## src/rtl/gpio_port_ctrl_if.sv

```systemverilog
// Core-side register bus of the GPIO port: write strobes/ops, read strobe,
// interrupt clear and the readback values presented to the file-register decode.
interface gpio_port_ctrl_if #(
   parameter int WIDTH = 5
);
   logic             wr_port;
   logic             wr_tris;
   logic [1:0]       wr_op;
   logic [WIDTH-1:0] wr_data;
   logic             rd_port;
   logic             ioc_clr;
   logic [WIDTH-1:0] rd_data;
   logic [WIDTH-1:0] port_q;
   logic [WIDTH-1:0] tris_q;
   logic             ioc_flag;

   modport master (
      output wr_port, wr_tris, wr_op, wr_data, rd_port, ioc_clr,
      input  rd_data, port_q, tris_q, ioc_flag
   );

   modport slave (
      input  wr_port, wr_tris, wr_op, wr_data, rd_port, ioc_clr,
      output rd_data, port_q, tris_q, ioc_flag
   );
endinterface

```

## src/rtl/gpio_port_ctrl.sv

```systemverilog
// Bidirectional GPIO port: output latch with bit ops, TRIS direction register,
// open-drain pins, input synchroniser and sticky interrupt-on-change flag.
module gpio_port_ctrl #(
   parameter int               WIDTH       = 5,
   parameter logic [31:0]      OD_MASK     = 32'b10000,
   parameter logic [31:0]      IOC_MASK    = 32'b00000,
   parameter int               SYNC_STAGES = 2,
   parameter logic [WIDTH-1:0] TRIS_RST    = {WIDTH{1'b1}}
) (
   input  logic             clk,
   input  logic             rst,
   gpio_port_ctrl_if.slave  bus,
   input  logic [WIDTH-1:0] pin_in,
   output logic [WIDTH-1:0] pin_out,
   output logic [WIDTH-1:0] pin_oe
);
   localparam logic [WIDTH-1:0] OD_M  = WIDTH'(OD_MASK);
   localparam logic [WIDTH-1:0] IOC_M = WIDTH'(IOC_MASK);

   logic [WIDTH-1:0] port_reg, port_next;
   logic [WIDTH-1:0] tris_reg;
   logic [WIDTH-1:0] sync_reg [SYNC_STAGES];
   logic [WIDTH-1:0] sync_q;
   logic [WIDTH-1:0] snap_reg;
   logic             armed_reg;
   logic             flag_reg, flag_next;
   logic             mismatch;

   always_comb begin
      port_next = port_reg;
      if (bus.wr_port) begin
         case (bus.wr_op)
            2'b00:   port_next = bus.wr_data;
            2'b01:   port_next = port_reg | bus.wr_data;
            2'b10:   port_next = port_reg & ~bus.wr_data;
            default: port_next = port_reg ^ bus.wr_data;
         endcase
      end
   end

   always_ff @(posedge clk or posedge rst) begin
      if (rst) begin
         port_reg <= '0;
         tris_reg <= TRIS_RST;
      end else begin
         port_reg <= port_next;
         if (bus.wr_tris)
            tris_reg <= bus.wr_data;
      end
   end

   always_ff @(posedge clk or posedge rst) begin
      if (rst) begin
         for (int i = 0; i < SYNC_STAGES; i++)
            sync_reg[i] <= '0;
      end else begin
         sync_reg[0] <= pin_in;
         for (int i = 1; i < SYNC_STAGES; i++)
            sync_reg[i] <= sync_reg[i-1];
      end
   end

   assign sync_q = sync_reg[SYNC_STAGES-1];

   // Mismatch uses the pre-edge snapshot, so a simultaneous rd_port cannot mask it.
   assign mismatch = armed_reg & (|(IOC_M & tris_reg & (sync_q ^ snap_reg)));

   always_comb begin
      flag_next = flag_reg;
      if (mismatch)
         flag_next = 1'b1;
      else if (bus.ioc_clr)
         flag_next = 1'b0;
   end

   always_ff @(posedge clk or posedge rst) begin
      if (rst) begin
         snap_reg  <= '0;
         armed_reg <= 1'b0;
         flag_reg  <= 1'b0;
      end else begin
         flag_reg <= flag_next;
         if (bus.rd_port) begin
            snap_reg  <= sync_q;
            armed_reg <= 1'b1;
         end
      end
   end

   // Open-drain bits only ever pull low: a latched 1 releases the pad.
   generate
      for (genvar gi = 0; gi < WIDTH; gi++) begin : g_pad
         if (OD_M[gi]) begin : g_od
            assign pin_out[gi] = 1'b0;
            assign pin_oe[gi]  = ~tris_reg[gi] & ~port_reg[gi];
         end else begin : g_pp
            assign pin_out[gi] = port_reg[gi];
            assign pin_oe[gi]  = ~tris_reg[gi];
         end
      end
   endgenerate

   assign bus.rd_data  = sync_q;
   assign bus.port_q   = port_reg;
   assign bus.tris_q   = tris_reg;
   assign bus.ioc_flag = flag_reg;
endmodule

```

## src/flat_wrapper.sv

```systemverilog
// flat-port wrapper written by rule: the top's interface ports become plain ports
module gpio_port_ctrl_flat 
#(
   parameter int               WIDTH       = 5,
   parameter logic [31:0]      OD_MASK     = 32'b10000,
   parameter logic [31:0]      IOC_MASK    = 32'b00000,
   parameter int               SYNC_STAGES = 2,
   parameter logic [WIDTH-1:0] TRIS_RST    = {WIDTH{1'b1}}
)
  (clk, rst, pin_in, pin_out, pin_oe, bus_wr_port, bus_wr_tris, bus_wr_op, bus_wr_data, bus_rd_port, bus_ioc_clr, bus_rd_data, bus_port_q, bus_tris_q, bus_ioc_flag);
  gpio_port_ctrl_if #(.WIDTH(WIDTH)) bus_i ();
  input  logic clk;
  input  logic rst;
  input  logic [WIDTH-1:0] pin_in;
  output logic [WIDTH-1:0] pin_out;
  output logic [WIDTH-1:0] pin_oe;
  input wire logic [$bits(bus_i.wr_port)-1:0] bus_wr_port;
  input wire logic [$bits(bus_i.wr_tris)-1:0] bus_wr_tris;
  input wire logic [$bits(bus_i.wr_op)-1:0] bus_wr_op;
  input wire logic [$bits(bus_i.wr_data)-1:0] bus_wr_data;
  input wire logic [$bits(bus_i.rd_port)-1:0] bus_rd_port;
  input wire logic [$bits(bus_i.ioc_clr)-1:0] bus_ioc_clr;
  output wire logic [$bits(bus_i.rd_data)-1:0] bus_rd_data;
  output wire logic [$bits(bus_i.port_q)-1:0] bus_port_q;
  output wire logic [$bits(bus_i.tris_q)-1:0] bus_tris_q;
  output wire logic [$bits(bus_i.ioc_flag)-1:0] bus_ioc_flag;
  assign bus_i.wr_port = bus_wr_port;
  assign bus_i.wr_tris = bus_wr_tris;
  assign bus_i.wr_op = bus_wr_op;
  assign bus_i.wr_data = bus_wr_data;
  assign bus_i.rd_port = bus_rd_port;
  assign bus_i.ioc_clr = bus_ioc_clr;
  assign bus_rd_data = bus_i.rd_data;
  assign bus_port_q = bus_i.port_q;
  assign bus_tris_q = bus_i.tris_q;
  assign bus_ioc_flag = bus_i.ioc_flag;
  gpio_port_ctrl #(.WIDTH(WIDTH), .OD_MASK(OD_MASK), .IOC_MASK(IOC_MASK), .SYNC_STAGES(SYNC_STAGES), .TRIS_RST(TRIS_RST)) u_core (.clk(clk), .rst(rst), .bus(bus_i), .pin_in(pin_in), .pin_out(pin_out), .pin_oe(pin_oe));
endmodule
```

## config.mk

```make
export PLATFORM = sky130hd
export DESIGN_NAME = gpio_port_ctrl_flat
export DESIGN_NICKNAME = d
export VERILOG_FILES = /design/src/rtl/gpio_port_ctrl_if.sv /design/src/rtl/gpio_port_ctrl.sv /design/src/flat_wrapper.sv
export SDC_FILE = /design/constraint.sdc
export NUM_CORES = 1
export LEC_CHECK = 0
export CAP_MARGIN = 20
export CELL_PAD_IN_SITES_DETAIL_PLACEMENT = 0
export CELL_PAD_IN_SITES_GLOBAL_PLACEMENT = 1
export CORE_ASPECT_RATIO = 1.4
export CORE_MARGIN = 8
export CORE_UTILIZATION = 31
export DETAILED_ROUTE_END_ITERATION = 7
export PLACE_DENSITY_LB_ADDON = 0.1
export SYNTH_ARGS = -nofsm -noshare
export SYNTH_HDL_FRONTEND = slang
export SYNTH_SLANG_ARGS = --single-unit
```

## constraint.sdc

```tcl
create_clock -name clk -period 1.4 [get_ports clk]
set_input_delay 0.14 -clock clk [delete_from_list [all_inputs] [get_ports clk]]
set_output_delay 0.14 -clock clk [all_outputs]
set_load 0.02 [all_outputs]
```

==> results.cfg <==
[logic_synthesis]
synth_seq_area_share_pct = 49.9
synth_area_sq_mm = 0.00102
synth_area_leader_cell = dfrtp_1
synth_edf_count = 0
synthFlopType = dfrtp_1
avgSynthCellArea_sq_um = 11.2
synth_top_area_share_pct = 36.9
ys_seq_elements = 20
yosys-top-cells-area = dfrtp_1, dfstp_2, ha_1
synth_warnings = 0
synth_cells = 91
synth_async_sr_flop_share_pct = 100
yosys-top-cells-count = dfrtp_1, inv_1, buf_4
synthDistinctLibCells = 19

[timing]
holdWs_ns = 0.199
finalSetupViolations = 0
rsz0062_at_grt = no
hold_viol = 0
fin_skew_ns = 0.00192
fin_crit_ns = 1.34
fmax_mhz = 746
final_max_slew_viol_count = 0
period_share_pct = 95.8
timing.setup.tns_ns = 0

[power]
power_density_mw_per_mm2 = 1140
p_int_uw = 1220
p_leak_uw = 0.000759
pwr-share-clk_pct = 34.1
power_frac_comb_pct = 26.1
swShare_pct = 27.8
p_switching_uw = 469
seq_power_share_pct = 39.8
peakVddDrop_v = 0.000704

[clock_tree]
cts_sinks = 20
cts.hold.buffers_added = 0
cts_max_level = 1
numCtsBuffers = 3
cts_root_buf = clkbuf_8
cts.reportedPaths.clkPinSlew_ns = 0.08
clk_latency_ns = 0.26
cts_resized = 19
post_cts_buffers = 0
cts_tree = yes
clk_path_buf_depth = 2

[critical_path]
cp-end-kind = primary output
cp_cell_sequence = clkdlybuf4s50_1
start_kind = flop
regToRegStartpoint = u_core.bus.port_q[2]
cp_top_family = buffers and inverters
critPathKind = flop to primary output
cp.buffers_inverters = 1
crit_start = u_core.bus.rd_data[2]
cp.required_ns = 1.26
max_stage_delay_ns = 0.61
cp_slowest_cell = clkdlybuf4s50_1
worstPathMaxFanout = 1
crit_arrival_ns = 1.20

[detailed_routing]
vias = 743
drcViolationCount = 0
wire_per_inst_um = 13.6
vias_per_cell = 4.37
ant_nets = 0
dr.pass1.iters = 4
finalWirelength_um = 2320
drt_iter0_drc = 20

[die]
die_area_sq_mm = 0.00539
rows = 24
die_x_um = 64.4
ios = 44
fp.coreArea_sq_mm = 0.00312
initial_core_util_pct = 32.5
die_y_um = 83.7

[cells_and_area]
regArea_sq_um = 507
fin_nets = 160
multi_input_area_sq_um = 358
drive_above_1_share_pct = 15.3
n_fill_cell = 321
diodes = 0
syn_to_final_growth_pct = 45.4

[placement]
dpl.hpwl_um = 1840
io_buffers = 39
place.gp.congestion = 0.706

[run]
maxCapViolations = 0

[global_routing]
grt_antenna_before_repair = 0
grt_pass1_wl_um = 3870
track_usage_pct = 9.06
grt_start_max_net_pins = 21
overflow = 0
grt_pass1_vias = 846

[outcome]
status = finished, final reports clean

[worst_hold_path]
worst_hold_path_type = primary input to async pin
-- logic make-up after synthesis --
group                    count (synthesis)  share of synthesized area, %
AO/OA/AOI/OAI                           14                          10.1
other                                    1                         0.369
AND/OR/NAND/NOR                         10                          4.06
buffers and inverters                   28                          15.3
adder cells (fa/ha/maj)                 10                          12.3
multiplexers                             8                          8.01
flip-flops                              20                          49.9
-- power groups by stage --
stage          logic (uW)  registers (uW)  clock network, uW
5_1_grt               483             681                621
4_1_cts               451             673                596
2_1_floorplan         235             728                  0
3_5_place_dp          500             686                  0
6_report              440             671                575
3_3_place_gp          488             684                  0
-- final cells by class --
| class | instances | share of cell area (%) |
|---|---|---|
| Sequential cell | 20 | 34.3 |
| Clock inverter | 1 | 2.03 |
| Timing Repair Buffer | 48 | 29.6 |
| Inverter | 15 | 3.81 |
| Clock buffer | 3 | 2.79 |
| Tap cell | 39 | 3.30 |
| Multi-Input combinational cell | 44 | 24.2 |
-- metal layers --
| layer | share of wire [%] | vias up | track usage, % |
|---|---|---|---|
| met2 | 50 | 25 | 15.8 |
| met4 | 0.86 | 0 | 4.18 |
| met5 | 0 | - | 0 |
| met1 | 40 | 354 | 8.85 |
| met3 | 9.4 | 2 | 3.90 |
| li1 | - | 362 | - |
-- worst paths after layout --
check                                             end  slack, ns  cells after the start
worst max register to register   u_core.bus.port_q[2]       0.15                      5
min in group clk                   u_core.sync_reg[6]       0.32                      1
max in group asynchronous        u_core.bus.tris_q[3]       0.94                      3
worst max-delay path                   bus_rd_data[2]       0.06                      1
worst min-delay path               u_core.sync_reg[8]       0.20                      3
worst min register to register  u_core.bus.rd_data[4]       0.35                      0
-- stage by stage --
stage / area [sq um] / std cells / util [%] / total power, uW / worst slack (ns)
after floorplan: 1020 / 92 / - / 963 / 0.111
after global placement: 1430 / 166 / 45.7 / 1170 / -0.0461
after detailed placement: 1430 / 166 / 45.7 / 1190 / -0.0933
after CTS: 1480 / 170 / 47.2 / 1720 / 0.0388
after global routing: 1480 / 170 / 47.3 / 1780 / 0.00778
final: 1480 / 170 / 47.3 / 1690 / 0.0587
-- cell usage in the layout (no fill, tap or decap) --
master           count
o221ai_2             1
mux2i_1              7
nor2_1               1
dfstp_2              5
o22ai_1              2
a21o_1               2
o211ai_1             3
o221ai_1             2
clkbuf_8             3
dlygate4sd2_1       19
ha_1                10
o21ai_0              4
conb_1               2
nand2_1              8
buf_4                9
bufinv_16            1
dfrtp_1             15
dlymetal6s2s_1       1
and2b_1              1
mux2_2               1
inv_1               15
clkdlybuf4s50_1     19
No activity file was read; power rests on OpenSTA's default activity.
